File: src/rtl/seq_control_unit.sv
// Sequenced LC-3b control unit: one control word per cycle, holds it across d-cache waits,
// splits LDI/STI/TRAP into two memory micro-ops and aborts a stuck access after MEM_TIMEOUT cycles.
package seq_control_unit_pkg;
    typedef enum logic [3:0] {
        op_br, op_add, op_ldb, op_stb, op_jsr, op_and, op_ldr, op_str,
        op_rti, op_not, op_ldi, op_sti, op_jmp, op_shf, op_lea, op_trap
    } lc3b_opcode;

    typedef enum logic [2:0] {
        alu_add, alu_and, alu_not, alu_pass, alu_sll, alu_srl, alu_sra
    } lc3b_aluop;

    typedef struct packed {
        lc3b_opcode opcode;
        lc3b_aluop  aluop;
        logic       load_cc;
        logic       reg_load;
        logic [1:0] pc_mux_sel;
        logic [2:0] alu_mux_sel;
        logic       dest_mux_sel;
        logic       offset_mux_sel;
        logic       sr2_mux_sel;
        logic [2:0] data_mux_sel;
        logic [1:0] wdata_mux_sel;
        logic [1:0] addr_mux_sel;
        logic       ldi_mux_sel;
        logic       br_code;
        logic       d_cache_read;
        logic       d_cache_write;
    } lc3b_control_word;
endpackage

module seq_control_unit
    import seq_control_unit_pkg::*;
#(
    parameter int unsigned MEM_TIMEOUT = 0,
    parameter bit          INDIRECT_EN = 1'b1,
    parameter int unsigned CNT_W       = 8
) (
    input  logic             clk,
    input  logic             reset,
    input  logic             valid_in,
    input  lc3b_opcode       opcode,
    input  logic             bit11,
    input  logic             bit5,
    input  logic             bit4,
    input  logic             mem_resp,
    output lc3b_control_word ctrl,
    output logic             stall,
    output logic             phase,
    output logic             err
);
    typedef enum logic [1:0] {S_DECODE, S_MEM_WAIT, S_IND1, S_IND2} state_t;

    localparam logic [CNT_W-1:0] TO_LAST = CNT_W'((MEM_TIMEOUT > 0) ? MEM_TIMEOUT - 1 : 0);

    state_t           state_q, state_d;
    logic             phase_q, phase_d;
    logic [CNT_W-1:0] wait_cnt_q, wait_cnt_d, cnt_eff;
    lc3b_opcode       op_q, op_d, cur_op;
    logic             bit11_q, bit11_d, cur_b11;
    logic             bit5_q, bit5_d, cur_b5;
    logic             bit4_q, bit4_d;
    logic             active, two_phase, is_mem, in_ph1, timeout;
    lc3b_control_word word;
    logic             unused_bit4;

    assign unused_bit4 = bit4_q;

    function automatic lc3b_control_word base_word(input lc3b_opcode op, input logic b11,
                                                   input logic b5, input logic ph1);
        lc3b_control_word w;
        w        = '0;
        w.aluop  = alu_pass;
        w.opcode = op;
        case (op)
            op_add, op_and: begin
                w.aluop    = (op == op_add) ? alu_add : alu_and;
                w.load_cc  = 1'b1;
                w.reg_load = 1'b1;
                if (b5) w.alu_mux_sel = 3'b010;
            end
            op_not: begin
                w.aluop    = alu_not;
                w.load_cc  = 1'b1;
                w.reg_load = 1'b1;
            end
            op_br: begin
                w.pc_mux_sel = 2'b01;
                w.br_code    = 1'b1;
            end
            op_jmp: w.pc_mux_sel = 2'b10;
            op_jsr: begin
                w.dest_mux_sel   = 1'b1;
                w.offset_mux_sel = 1'b1;
                w.reg_load       = 1'b1;
                w.pc_mux_sel     = b11 ? 2'b01 : 2'b10;
            end
            op_lea, op_shf: begin
                w.reg_load = 1'b1;
                w.load_cc  = 1'b1;
            end
            op_ldr: begin
                w.aluop        = alu_add;
                w.alu_mux_sel  = 3'b011;
                w.d_cache_read = 1'b1;
                w.data_mux_sel = 3'b100;
                w.reg_load     = 1'b1;
                w.load_cc      = 1'b1;
            end
            op_str: begin
                w.aluop         = alu_add;
                w.alu_mux_sel   = 3'b011;
                w.d_cache_write = 1'b1;
                w.sr2_mux_sel   = 1'b1;
                w.wdata_mux_sel = 2'b01;
            end
            op_ldi, op_sti, op_trap: begin
                if (!INDIRECT_EN) begin
                    w = '0;
                end else if (!ph1) begin
                    // first micro-op always fetches the pointer / vector entry
                    w.d_cache_read = 1'b1;
                    if (op == op_trap) begin
                        w.addr_mux_sel = 2'b10;
                    end else begin
                        w.aluop       = alu_add;
                        w.alu_mux_sel = 3'b011;
                    end
                end else if (op == op_ldi) begin
                    w.d_cache_read = 1'b1;
                    w.ldi_mux_sel  = 1'b1;
                    w.data_mux_sel = 3'b100;
                    w.reg_load     = 1'b1;
                    w.load_cc      = 1'b1;
                end else if (op == op_sti) begin
                    w.d_cache_write = 1'b1;
                    w.ldi_mux_sel   = 1'b1;
                    w.sr2_mux_sel   = 1'b1;
                    w.wdata_mux_sel = 2'b01;
                end else begin
                    w.d_cache_read = 1'b1;
                    w.pc_mux_sel   = 2'b11;
                    w.dest_mux_sel = 1'b1;
                    w.reg_load     = 1'b1;
                end
            end
            default: w = '0;
        endcase
        return w;
    endfunction

    always_comb begin
        cur_op    = (state_q == S_DECODE) ? opcode : op_q;
        cur_b11   = (state_q == S_DECODE) ? bit11  : bit11_q;
        cur_b5    = (state_q == S_DECODE) ? bit5   : bit5_q;
        active    = (state_q != S_DECODE) || valid_in;
        in_ph1    = (state_q == S_IND2);
        two_phase = INDIRECT_EN && (cur_op inside {op_ldi, op_sti, op_trap});
        is_mem    = two_phase || (cur_op inside {op_ldr, op_str});
        // a fresh issue from DECODE counts from zero regardless of the stored count
        cnt_eff   = (state_q == S_DECODE) ? '0 : wait_cnt_q;
        timeout   = (MEM_TIMEOUT != 0) && active && is_mem && !mem_resp && (cnt_eff == TO_LAST);

        word = base_word(cur_op, cur_b11, cur_b5, in_ph1);
        if (is_mem && !mem_resp) begin
            word.reg_load = 1'b0;
            word.load_cc  = 1'b0;
        end

        ctrl  = '0;
        stall = 1'b0;
        err   = 1'b0;
        phase = 1'b0;
        if (!reset) begin
            phase = phase_q;
            if (active) begin
                ctrl = word;
                err  = timeout;
                if (is_mem && !timeout)
                    stall = (two_phase && !in_ph1) ? 1'b1 : !mem_resp;
            end
        end
    end

    always_comb begin
        state_d    = S_DECODE;
        wait_cnt_d = '0;
        op_d       = op_q;
        bit11_d    = bit11_q;
        bit5_d     = bit5_q;
        bit4_d     = bit4_q;
        if (state_q == S_DECODE && valid_in) begin
            op_d    = opcode;
            bit11_d = bit11;
            bit5_d  = bit5;
            bit4_d  = bit4;
        end
        if (active && is_mem && !timeout) begin
            if (mem_resp) begin
                state_d = (two_phase && !in_ph1) ? S_IND2 : S_DECODE;
            end else begin
                state_d    = two_phase ? (in_ph1 ? S_IND2 : S_IND1) : S_MEM_WAIT;
                wait_cnt_d = cnt_eff + 1'b1;
            end
        end
        phase_d = (state_d == S_IND2);
    end

    always_ff @(posedge clk) begin
        if (reset) begin
            state_q    <= S_DECODE;
            phase_q    <= 1'b0;
            wait_cnt_q <= '0;
            op_q       <= op_br;
            bit11_q    <= 1'b0;
            bit5_q     <= 1'b0;
            bit4_q     <= 1'b0;
        end else begin
            state_q    <= state_d;
            phase_q    <= phase_d;
            wait_cnt_q <= wait_cnt_d;
            op_q       <= op_d;
            bit11_q    <= bit11_d;
            bit5_q     <= bit5_d;
            bit4_q     <= bit4_d;
        end
    end
endmodule

File: config.mk
export PLATFORM = sky130hd
export DESIGN_NAME = seq_control_unit
export DESIGN_NICKNAME = d
export VERILOG_FILES = /design/src/rtl/seq_control_unit.sv
export SDC_FILE = /design/constraint.sdc
export NUM_CORES = 1
export LEC_CHECK = 0
export BUFFER_PORTS_ARGS = -buffer_cell sky130_fd_sc_hd__buf_2
export CORE_AREA = 4 4 50 52
export DETAILED_ROUTE_END_ITERATION = 7
export DIE_AREA = 0 0 54 56
export MAX_ROUTING_LAYER = met4
export PLACE_DENSITY = 0.81
export SLEW_MARGIN = 5
export SYNTH_ARGS = -nofsm -noshare
export SYNTH_HDL_FRONTEND = slang
export SYNTH_SLANG_ARGS = --single-unit
File: constraint.sdc
create_clock -name clk -period 3.3 [get_ports clk]
set_input_delay 0.66 -clock clk [delete_from_list [all_inputs] [get_ports clk]]
set_output_delay 0.66 -clock clk [all_outputs]
set_load 0.01 [all_outputs]
## Word-level counts from Yosys, hierarchy flattened

Index checks and enable logic that the tools add are counted.

| cells by class | value |
|---|---|
| mux-type cells | 59 |
| equality and inequality tests | 14 |
| reductions and logical operators | 20 |

Operators by type and width:

| operator | number |
|---|---|
| 2-to-1 mux 28 bit | 2 |
| equality test 4 bit (second input constant) | 7 |
| 2-to-1 mux 1 bit | 25 |
| 2-to-1 mux 2 bit | 12 |
| equality test 4 x 3 -> 1 bit (second input constant) | 4 |
| 2-to-1 mux 3 bit | 5 |
| OR reduction 13 bit | 1 |
| 2-to-1 mux 4 bit | 3 |
| case mux 1 bit (2 select lines) | 6 |
| case mux 3 bit (4 select lines) | 1 |
| case mux 3 bit (3 select lines) | 1 |
| case mux 2 bit (4 select lines) | 1 |
| OR reduction 7 bit | 1 |
| 2-to-1 mux 6 bit | 1 |
| case mux 3 bit (2 select lines) | 1 |
| OR reduction 6 bit | 1 |
| OR reduction 5 bit | 1 |
| equality test 2 bit (second input constant) | 2 |
| equality test 4 x 1 -> 1 bit (second input constant) | 1 |
| logical AND 1 bit | 4 |
| logical NOT 4 bit | 1 |
| case mux 2 bit (2 select lines) | 1 |
| nonzero test 2 bit | 2 |
| OR reduction 2 bit | 2 |
| 5 further kinds | 7 |

| word-level totals | value |
|---|---|
| output and inout bits | 31 |
| flip-flop bits (word level) | 9 |

## Longest topological paths before layout

Gate-level depths: netlist of run 1.

| depth | value |
|---|---|
| depth in word-level cells | 10 |
| mapped depth | 8 |
| mapped depth without buffers | 5 |

## Worst setup path after synthesis of run 1

OpenSTA, ideal clock, no wires.

| path | value |
|---|---|
| path type | in2out |
| start | in opcode[3] |
| end | out ctrl[11] (netlist bit) |
| arrival time | 1.935 ns |
| slack | 0.705 ns |
| path buffers | 1 |
| required time | 2.640 ns |
| cell stages on the path | 6 |
| cell sequence | or4b_4 o21a_2 o21ai_1 nand2_1 nor2_1 buf_4 |

RTL lines:

| what | line | RTL |
|---|---|---|
| start: declaration | 43 | `input lc3b_opcode opcode,` |
| end: declaration | 48 | `output lc3b_control_word ctrl,` |

==> out/metrics.csv, run 1 <==
metric;value;unit
result_of_the_run;completed;
drt_drc_violations_left;0;
routed_wirelength_normalized_by_instance_count;13.7;microns
diodes;0;
dieWidth;54;microns
worst_slew_margin_rel;0.596;
critical-path-max-stage-delay;0.57;ns
setup_tns;0;ns
grt_usage;0.192;
setup-violations-final;0;
cts_root_buffer;sky130_fd_sc_hd__clkbuf_4;
ctsHoldBuffers;0;
endpoint_kind;output pin;
cts_max_path_buffers;2;
synthFlopType;sky130_fd_sc_hd__dfxtp_1;
clock_sink_count;9;
clock_network_latency_to_the_later_pin_of_the_worst_skew_pair;0.25;ns
layout-area-overhead-vs-synth;14.4;%
dpl.hpwl;2150;microns
number_of_standard_cells_after_synthesis;140;
number_of_flops_mapped_to_enable_cells_by_yosys;0;
postLayoutSetupSlackWorst;0.317;ns
critical-path-top-delay-family;multiplexers;
hold_path_depth;2;
placement.setup.worst_slack;0.521;ns
worstPathBufferInverterCount;1;
fp.dieArea;0.00302;sq mm
worst_path_cell_trace;nor2_4, mux2i_1, o211a_1, nand2b_1, a211oi_2, buf_2;
worst_hold_path_type;flip-flop to flip-flop;
critPathSlowestCell;sky130_fd_sc_hd__mux2i_1;
power.total;0.326;mW
dieHeight;56;microns
synthDominantAreaCellType;sky130_fd_sc_hd__dfxtp_1;
ys_top_cells_by_area;sky130_fd_sc_hd__dfxtp_1 18%, sky130_fd_sc_hd__mux2i_1 8.8%, sky130_fd_sc_hd__nor2_1 8.4%, sky130_fd_sc_hd__buf_4 6.6%, sky130_fd_sc_hd__a21oi_1 4.9%;
worstHoldStart;bit11_q$_SDFFE_PP0P_;
part_of_the_yosys_area_used_for_sequential_elements;0.176;
grt_antenna_before_repair;0;
grt_overflow_total;0;
num-fill-cells;210;
avgSynthCellArea;7.33;sq um
rsz_0062_raised_after_global_routing;no;
timing.final.crit_share;0.904;
synth-warning-count;0;
tritoncts_clock_tree;yes;
final_hold_violation_count;0;
first_iter_violations;19;
route.vias.total;1078;
cts_setup_buffers;0;
cts_inserted_buffers;3;
hold_ws;0.497;ns
critPathArrivalTime;2.32;ns
worst_ep_required_time;2.64;ns
critPathLaunch;state_q[1]$_SDFF_PP0_;
grt_pass1_vias;990;
worst_pin_slew;0.589;ns
coreArea;0.00211;sq mm
timing.critical_path.from_type;flip-flop;
p_leak;0.604;nW
synth_top_area_share;0.176;
worstSetupPathDepth;6;
postLayoutCoreUtil;0.557;
register_bit_total_from_synthesis;9;
fin_area;0.00117;sq mm
final-max-slew-violation-count;0;
ir_worst_vdd;0.000248;V
antenna_left;0;
worst_r2r_startpoint;state_q[1]$_SDFF_PP0_;
io_pins;42;
postCtsResizedCells;0;
count_of_unique_library_cells_instantiated_by_yosys;46;
clock-skew-final;0.00303;ns
effective_utilization_at_floorplan;0.487;
drt_pre_antenna_iters;4;
synthesized_area;0.00103;sq mm
grt_first_pass_wirelength;4450;microns
achievable-frequency;335;MHz
htreeDepth;1;
share_of_post_route_cells_with_drive_strength_above_1;0.274;
buffer_ports.inserted;33;
finish.net_count;180;
place_inst;192;
final_period_minus_worst_setup_slack;2.98;ns
stdcell_count;196;
worst-r2r-cell-count;5;
cap_viol_max_count;0;
rows;17;
crit_path_max_fanout;15;
power.density_cell_area;278;mW/mm^2
timing.setup.critical_path_class;flip-flop to output pin;
clkSlewWorstSetupHoldPaths;0.05;ns
postSynth.asyncResetShare;0;
dpl_cell_area;0.00115;sq mm
totalWireLength;2680;microns
largest_net_degree_at_the_start_of_global_routing;16;
gpl.final_weighted_congestion;0.924;
detail_route.vias_per_cell;5.50;
-- cells in the mapped netlist, drive strengths merged, types with 2 or more instances --
| library cell | count |
|---|---|
| a21o | 2 |
| a21oi | 10 |
| and2 | 5 |
| and3 | 2 |
| buf | 13 |
| clkbuf | 2 |
| dfxtp | 9 |
| inv | 4 |
| mux2i | 9 |
| nand2 | 11 |
| nand2b | 4 |
| nand3 | 2 |
| nor2 | 24 |
| nor2b | 3 |
| nor4b | 2 |
| o211a | 2 |
| o211ai | 2 |
| o21a | 3 |
| o21ai | 9 |
| o22ai | 2 |
| or2 | 2 |
| or3b | 2 |
-- sequential cells by signal (all words and copies together) (netlist names) --
register,cells
op_q,4
state_q,2
bit11_q,1
bit5_q,1
phase_q,1
-- layer usage --
metal / wire (microns) / share of wire / global-route usage / vias to the layer above
met5: 0 / 0 / - / -
li1: - / - / - / 540
met3: 197 / 0.073 / 0.0107 / 4
met4: 31 / 0.012 / 0.0712 / 0
met1: 1220 / 0.45 / 0.270 / 492
met2: 1240 / 0.46 / 0.285 / 42
-- worst min-delay path: stages (launching register included) --
cell and delay (ns):
sky130_fd_sc_hd__dfxtp_1 0.33, sky130_fd_sc_hd__mux2i_1 0.07, sky130_fd_sc_hd__nor2_1 0.07
-- where the power goes --
group / leakage [nW] / internal [mW] / switching (mW)
clock: 0.0150 / 0.0462 / 0.0325
combinational: 0.515 / 0.0498 / 0.0733
sequential: 0.0738 / 0.115 / 0.00971
total: 0.604 / 0.211 / 0.116
-- final timing paths --
kind,endpoint,slack (ns)
max reg2reg,state_q[0]$_SDFF_PP0_,1.38
min reg2reg,bit11_q$_SDFFE_PP0P_,0.50
max,ctrl[19],0.32
min,bit11_q$_SDFFE_PP0P_,0.50
-- cell usage in the layout, fill, tap and decap left out, types with 3 or more instances in the layout --
| cell | Yosys | layout |
|---|---|---|
| sky130_fd_sc_hd__nand2_1 | 11 | 11 |
| sky130_fd_sc_hd__and2_1 | 5 | 5 |
| sky130_fd_sc_hd__clkbuf_4 | 0 | 3 |
| sky130_fd_sc_hd__nor2_1 | 23 | 23 |
| sky130_fd_sc_hd__nand2b_1 | 4 | 4 |
| sky130_fd_sc_hd__conb_1 | 1 | 7 |
| sky130_fd_sc_hd__buf_2 | 3 | 33 |
| sky130_fd_sc_hd__inv_1 | 4 | 4 |
| sky130_fd_sc_hd__nor2b_1 | 3 | 3 |
| sky130_fd_sc_hd__a21oi_1 | 10 | 10 |
| sky130_fd_sc_hd__o21ai_1 | 7 | 7 |
| sky130_fd_sc_hd__mux2i_1 | 9 | 9 |
| sky130_fd_sc_hd__dfxtp_1 | 9 | 9 |
-- area by class of cell --
| class | count | area (sq um) | share of cell area |
|---|---|---|---|
| Clock buffer | 4 | 26.3 | 0.0224 |
| Inverter | 4 | 15.0 | 0.0128 |
| Multi-Input combinational cell | 118 | 752 | 0.641 |
| Sequential cell | 9 | 180 | 0.154 |
| Tap cell | 28 | 35.0 | 0.0299 |
| Timing Repair Buffer | 33 | 165 | 0.141 |
-- cell families after synthesis --
| logic type | count (synthesis) | synth area share |
|---|---|---|
| AOI/OAI and AO/OA | 38 | 0.268 |
| other | 1 | 0.00366 |
| DFF | 9 | 0.176 |
| buffers and inverters | 19 | 0.113 |
| xor gates and xnor gates | 1 | 0.00854 |
| muxes | 10 | 0.0988 |
| and+or+nand+nor | 62 | 0.332 |
No activity file was read; power rests on OpenSTA's default activity.
==> run 2, diff against run 1 <==
--- a/config.mk
+++ b/config.mk
@@ -5,8 +5,10 @@
 export SDC_FILE = /design/constraint.sdc
 export NUM_CORES = 1
 export LEC_CHECK = 0
+export ABC_AREA = 1
 export BUFFER_PORTS_ARGS = -buffer_cell sky130_fd_sc_hd__buf_2
 export CORE_AREA = 4 4 50 52
+export CTS_CLUSTER_SIZE = 25
 export DETAILED_ROUTE_END_ITERATION = 7
 export DIE_AREA = 0 0 54 56
 export MAX_ROUTING_LAYER = met4
==> run 2 against run 1 <==
  * Final cell count increased by 18%
  * Combinational power increased by 48%
  * Largest power group is now combinational cells
  * Setup slack improved by 0.11 ns
  * Register-to-register slack improved by 0.09 ns
  * Synthesized cell count increased by 21%
  * Sequential power about the same
  * Total power increased by 17%
  * Clock skew increased by 0.00077 ns
  * Via count decreased by 1.6%
  * Sequential share of layout area decreased by 0.34 points
==> out/metrics.csv, run 2 <==
metric;value;unit
result_of_the_run;completed;
num-fill-cells;229;
dieHeight;56;microns
largest_reg_flops;4;
max_flop_register;op_q;
stdcell_count;231;
achievable-frequency;348;MHz
finish.net_count;215;
multiInputGateArea;681;sq um
avgSynthCellArea;6.06;sq um
rows;17;
io_pins;42;
setup-violations-final;0;
clock_sink_count;9;
clock-skew-final;0.00381;ns
hold_path_depth;2;
antenna_left;0;
coreArea;0.00211;sq mm
crit_path_max_fanout;12;
largestRegisters;op_q: 4 flops, state_q: 2 flops;
largest_net_degree_at_the_start_of_global_routing;13;
synthDominantAreaCellType;sky130_fd_sc_hd__dfxtp_1;
final-max-slew-violation-count;0;
timing.setup.critical_path_class;flip-flop to output pin;
postCtsResizedCells;0;
number_of_flops_mapped_to_enable_cells_by_yosys;0;
ir_worst_vdd;0.000232;V
setup_tns;0;ns
worst_ep_required_time;2.64;ns
dieWidth;54;microns
worst_hold_path_type;flip-flop to flip-flop;
ys_top_cells_by_area;sky130_fd_sc_hd__dfxtp_1 17%, sky130_fd_sc_hd__nand2_1 11%, sky130_fd_sc_hd__nor2_1 11%, sky130_fd_sc_hd__inv_1 10%, sky130_fd_sc_hd__buf_4 6.6%;
drt_pre_antenna_iters;4;
worst-r2r-cell-count;10;
number_of_standard_cells_after_synthesis;170;
cts_inserted_buffers;3;
route.vias.total;1061;
first_iter_violations;25;
endpoint_kind;output pin;
cts_root_buffer;sky130_fd_sc_hd__clkbuf_4;
critPathArrivalTime;2.21;ns
worst_pin_slew;0.600;ns
layout-area-overhead-vs-synth;16.5;%
dpl.hpwl;1920;microns
ctsHoldBuffers;0;
cts_setup_buffers;0;
layout.cells.most_common;sky130_fd_sc_hd__buf_2;
post-synth-top-count-cell;sky130_fd_sc_hd__nand2_1;
gpl.final_weighted_congestion;0.912;
routed_wirelength_normalized_by_instance_count;9.71;microns
register_bit_total_from_synthesis;9;
buffer_ports.inserted;33;
regToRegEndpoint;phase_q$_SDFF_PP0_;
worstHoldStart;bit5_q$_SDFFE_PP0P_;
drt_drc_violations_left;0;
final-seq-area;180;sq um
layout.cells.most_common_list;33 x sky130_fd_sc_hd__buf_2, 30 x sky130_fd_sc_hd__nand2_1, 29 x sky130_fd_sc_hd__nor2_1;
power.density_cell_area;319;mW/mm^2
effective_utilization_at_floorplan;0.489;
final_period_minus_worst_setup_slack;2.87;ns
count_of_unique_library_cells_instantiated_by_yosys;27;
worst_slew_margin_rel;0.600;
postSynth.asyncResetShare;0;
grt_pass1_vias;883;
clock_network_latency_to_the_later_pin_of_the_worst_skew_pair;0.25;ns
cap_viol_max_count;0;
synth-warning-count;0;
share_of_post_route_cells_with_drive_strength_above_1;0.315;
minimum_setup_slack_among_reg_to_reg_paths;1.47;ns
timing.final.crit_share;0.871;
synth_commonest_cells;30 x sky130_fd_sc_hd__nand2_1, 29 x sky130_fd_sc_hd__nor2_1, 28 x sky130_fd_sc_hd__inv_1;
final_hold_violation_count;0;
worst_r2r_startpoint;state_q[1]$_SDFF_PP0_;
totalWireLength;2240;microns
grt_overflow_total;0;
grt_antenna_before_repair;0;
detail_route.vias_per_cell;4.59;
rsz_0062_raised_after_global_routing;no;
part_of_the_yosys_area_used_for_sequential_elements;0.175;
tritoncts_clock_tree;yes;
power.total;0.382;mW
worst_hold_path.endpoint;bit5_q$_SDFFE_PP0P_;
clkSlewWorstSetupHoldPaths;0.06;ns
cts_max_path_buffers;2;
p_leak;0.681;nW
htreeDepth;1;
grt_usage;0.157;
synthesized_area;0.00103;sq mm
diodes;0;
timing.critical_path.from_type;flip-flop;
fp.dieArea;0.00302;sq mm
grt_first_pass_wirelength;3640;microns
postLayoutCoreUtil;0.570;
place_inst;227;
synth_top_area_share;0.175;
synthFlopType;sky130_fd_sc_hd__dfxtp_1;
run 2: changes by cell type in the layout (fill, tap and decap cells not counted), moves of 4 or more:
| cell | change |
|---|---|
| sky130_fd_sc_hd__and2_1 | -5 |
| sky130_fd_sc_hd__o21ai_1 | -4 |
| sky130_fd_sc_hd__nand2b_1 | -4 |
| sky130_fd_sc_hd__nand2_4 | +5 |
| sky130_fd_sc_hd__nand3_1 | +4 |
| sky130_fd_sc_hd__nor2_1 | +6 |
| sky130_fd_sc_hd__inv_1 | +24 |
| sky130_fd_sc_hd__nand2_2 | +9 |
| sky130_fd_sc_hd__o21ai_0 | +7 |
| sky130_fd_sc_hd__mux2i_1 | -9 |
| sky130_fd_sc_hd__nand2_1 | +19 |
run 2: worst max-delay path, cell delays in order, from the launching register on:
cell and delay (ns):
sky130_fd_sc_hd__dfxtp_1 0.34, sky130_fd_sc_hd__nor2_2 0.50, sky130_fd_sc_hd__o21ai_2 0.20, sky130_fd_sc_hd__nor2_4 0.17
sky130_fd_sc_hd__nand3_1 0.17, sky130_fd_sc_hd__a211oi_1 0.38, sky130_fd_sc_hd__buf_2 0.21
run 2: cells by family (layout without fill, tap and decap cells):
| logic type | Yosys count | after routing | share of synthesized area |
|---|---|---|---|
| buffers and inverters | 40 | 67 | 0.186 |
| other | 1 | 7 | 0.00364 |
| AND/OR/NAND/NOR | 88 | 88 | 0.445 |
| AO/OA/AOI/OAI | 32 | 32 | 0.191 |
| flip-flops | 9 | 9 | 0.175 |
run 2: routing by layer:
| layer | global-route usage | routed length (microns) | up-vias |
|---|---|---|---|
| met5 | - | 0 | - |
| met4 | 0.0605 | 17 | 0 |
| met3 | 0.0107 | 136 | 2 |
| met2 | 0.244 | 1060 | 30 |
| met1 | 0.207 | 1030 | 447 |
| li1 | - | - | 582 |
run 2: cell type report:
class,count,area share
clock buffer,4,0.0219
inverter,30,0.0938
multi-input combinational,127,0.567
sequential,9,0.150
tap,28,0.0292
timing repair buffer,33,0.138
run 2: metrics by stage:
stage                     cell area (sq um)  setup slack (ns)  hold WS (ns)
after floorplan                        1050             0.802         0.455
after global placement                 1170             0.725         0.470
after detailed placement               1170             0.700         0.495
after CTS                              1200             0.420         0.504
after global routing                   1200             0.225         0.542
final                                  1200             0.427         0.499
run 2: worst max path at each step:
stage,cells after the start,slack (ns),startpoint,to
after detailed placement,6,0.70,state_q[1]$_SDFF_PP0_,ctrl[11]
final,6,0.43,state_q[1]$_SDFF_PP0_,ctrl[11]
after CTS,6,0.42,state_q[1]$_SDFF_PP0_,ctrl[11]
after floorplan,7,0.80,opcode[3],ctrl[11]
after global placement,8,0.72,opcode[3],ctrl[6]
after global routing,10,0.23,state_q[1]$_SDFF_PP0_,ctrl[19]
run 2: power breakdown:
part | switching (mW) | internal (mW) | total, mW
logic | 0.123 | 0.0584 | 0.182
registers | 0.00379 | 0.117 | 0.121
clock network | 0.0340 | 0.0463 | 0.0803
==> run 3, diff against run 2 <==
--- a/config.mk
+++ b/config.mk
@@ -8,6 +8,7 @@
 export ABC_AREA = 1
 export BUFFER_PORTS_ARGS = -buffer_cell sky130_fd_sc_hd__buf_2
 export CORE_AREA = 4 4 50 52
+export CTS_BUF_LIST = sky130_fd_sc_hd__clkbuf_4
 export CTS_CLUSTER_SIZE = 25
 export DETAILED_ROUTE_END_ITERATION = 7
 export DIE_AREA = 0 0 54 56
==> run 3 against run 2 <==
  * Global-route usage did not move
  * Maximum frequency rose by 0.34%
  * Sequential power barely moved
  * Routed wire length rose by 0.80%
  * Combinational power barely moved
  * Critical path type unchanged
  * Largest cell class unchanged
  * Highest routed layer unchanged
==> out/metrics.csv, run 3 (same netlist as run 2, synthesis figures left out) <==
metric;value;unit
grt_usage;0.157;
cts_root_buffer;sky130_fd_sc_hd__clkbuf_4;
endpoint_kind;output pin;
route.vias.total;1063;
worst_slew_margin_rel;0.599;
share_of_post_route_cells_with_drive_strength_above_1;0.320;
worst-r2r-cell-count;10;
power.total;0.391;mW
timing.setup.critical_path_class;flip-flop to output pin;
setup-violations-final;0;
largestRegisters;op_q: 4 flops, state_q: 2 flops;
clock-skew-final;0.00308;ns
fp.dieArea;0.00302;sq mm
achievable-frequency;349;MHz
dieWidth;54;microns
worst_r2r_startpoint;state_q[1]$_SDFF_PP0_;
tritoncts_clock_tree;yes;
diodes;0;
critPathCapture;ctrl[11];
minimum_setup_slack_among_reg_to_reg_paths;1.47;ns
critical-path-max-stage-delay;0.50;ns
htreeDepth;1;
layout-area-overhead-vs-synth;16.9;%
clkSlewWorstSetupHoldPaths;0.06;ns
postLayoutCoreUtil;0.572;
crit_path_max_fanout;12;
critical-path-top-delay-family;simple AND/OR/NAND/NOR gates;
drt_pre_antenna_iters;4;
worstSetupPathDepth;6;
grt_first_pass_wirelength;3640;microns
totalWireLength;2260;microns
critPathLaunch;state_q[1]$_SDFF_PP0_;
coreArea;0.00211;sq mm
antenna_left;0;
regToRegEndpoint;phase_q$_SDFF_PP0_;
dpl.hpwl;1920;microns
cts_setup_buffers;0;
grt_antenna_before_repair;0;
detail_route.vias_per_cell;4.60;
grt_pass1_vias;883;
timing.critical_path.from_type;flip-flop;
dieHeight;56;microns
routed_wirelength_normalized_by_instance_count;9.78;microns
worst_hold_path_type;flip-flop to flip-flop;
cts_inserted_buffers;3;
layout.cells.most_common_list;33 x sky130_fd_sc_hd__buf_2, 30 x sky130_fd_sc_hd__nand2_1, 29 x sky130_fd_sc_hd__nor2_1;
first_iter_violations;25;
buffer_ports.inserted;33;
rows;17;
setup_tns;0;ns
finish.net_count;215;
max_flop_register;op_q;
grt_overflow_total;0;
ir_worst_vdd;0.000234;V
io_pins;42;
worstPathBufferInverterCount;1;
critPathSlowestCell;sky130_fd_sc_hd__nor2_2;
postCtsResizedCells;0;
p_leak;0.685;nW
result_of_the_run;completed;
power.density_cell_area;325;mW/mm^2
final_period_minus_worst_setup_slack;2.86;ns
final-max-slew-violation-count;0;
cap_viol_max_count;0;
final_hold_violation_count;0;
gpl.final_weighted_congestion;0.912;
ctsHoldBuffers;0;
worst_path_cell_trace;nor2_2, o21ai_2, nor2_4, nand3_1, a211oi_1, buf_2;
clock_sink_count;9;
drt_drc_violations_left;0;
cts_max_path_buffers;2;
clock_network_latency_to_the_later_pin_of_the_worst_skew_pair;0.25;ns
effective_utilization_at_floorplan;0.489;
rsz_0062_raised_after_global_routing;no;
timing.final.crit_share;0.868;
largest_reg_flops;4;
critPathArrivalTime;2.20;ns
layout.cells.most_common;sky130_fd_sc_hd__buf_2;
largest_net_degree_at_the_start_of_global_routing;13;
worst_pin_slew;0.600;ns
worst_ep_required_time;2.64;ns
==> run 3: cell types whose count changed in the layout (fill, tap and decap cells not counted) <==
cell,delta
sky130_fd_sc_hd__clkbuf_4,+1
sky130_fd_sc_hd__clkbuf_1,-1
==> run 3: worst min path at each step <==
stage,cells past startpoint,startpoint,to,slack [ns]
after CTS,2,op_q[3]$_SDFFE_PP0P_,op_q[3]$_SDFFE_PP0P_,0.50
after floorplan,2,bit5_q$_SDFFE_PP0P_,bit5_q$_SDFFE_PP0P_,0.46
after detailed placement,2,op_q[3]$_SDFFE_PP0P_,op_q[3]$_SDFFE_PP0P_,0.50
after global placement,2,bit5_q$_SDFFE_PP0P_,bit5_q$_SDFFE_PP0P_,0.47
after global routing,2,bit5_q$_SDFFE_PP0P_,bit5_q$_SDFFE_PP0P_,0.54
final,2,bit5_q$_SDFFE_PP0P_,bit5_q$_SDFFE_PP0P_,0.50
==> run 3: per-stage QoR <==
step | hold WS, ns | setup slack (ns) | instance area, sq um | std cells
floorplan | 0.455 | 0.802 | 1050 | 176
global placement | 0.470 | 0.725 | 1170 | 227
detailed placement | 0.495 | 0.700 | 1170 | 227
CTS | 0.504 | 0.418 | 1200 | 231
global route | 0.542 | 0.227 | 1200 | 231
finish | 0.499 | 0.436 | 1200 | 231
==> run 3: power by group <==
| part | total [mW] | internal [mW] | switching [mW] | leakage, nW |
|---|---|---|---|---|
| Sequential | 0.121 | 0.117 | 0.00380 | 0.0742 |
| Combinational | 0.182 | 0.0584 | 0.123 | 0.592 |
| Clock | 0.0889 | 0.0545 | 0.0344 | 0.0184 |
| Total | 0.391 | 0.230 | 0.161 | 0.685 |
==> run 3: tightest hold or removal path: stages, from the launching register on <==
cell and delay [ns]:
sky130_fd_sc_hd__dfxtp_1 0.31, sky130_fd_sc_hd__nor2_1 0.09, sky130_fd_sc_hd__nor2_1 0.05
==> run 3: layout make-up <==
class | count | area, sq um
repair buffers | 33 | 165
inverters | 30 | 113
multi-input cells | 127 | 681
well taps | 28 | 35.0
flip-flops and latches | 9 | 180
fillers | 227 | 902
clock buffers | 4 | 30.0
==> run 3: layer usage <==
layer | share of wire | up-vias | GRT usage
met4 | 0.0062 | 0 | 0.0605
met3 | 0.073 | 2 | 0.0107
li1 | - | 581 | -
met5 | 0 | - | -
met1 | 0.43 | 443 | 0.207
met2 | 0.49 | 37 | 0.244
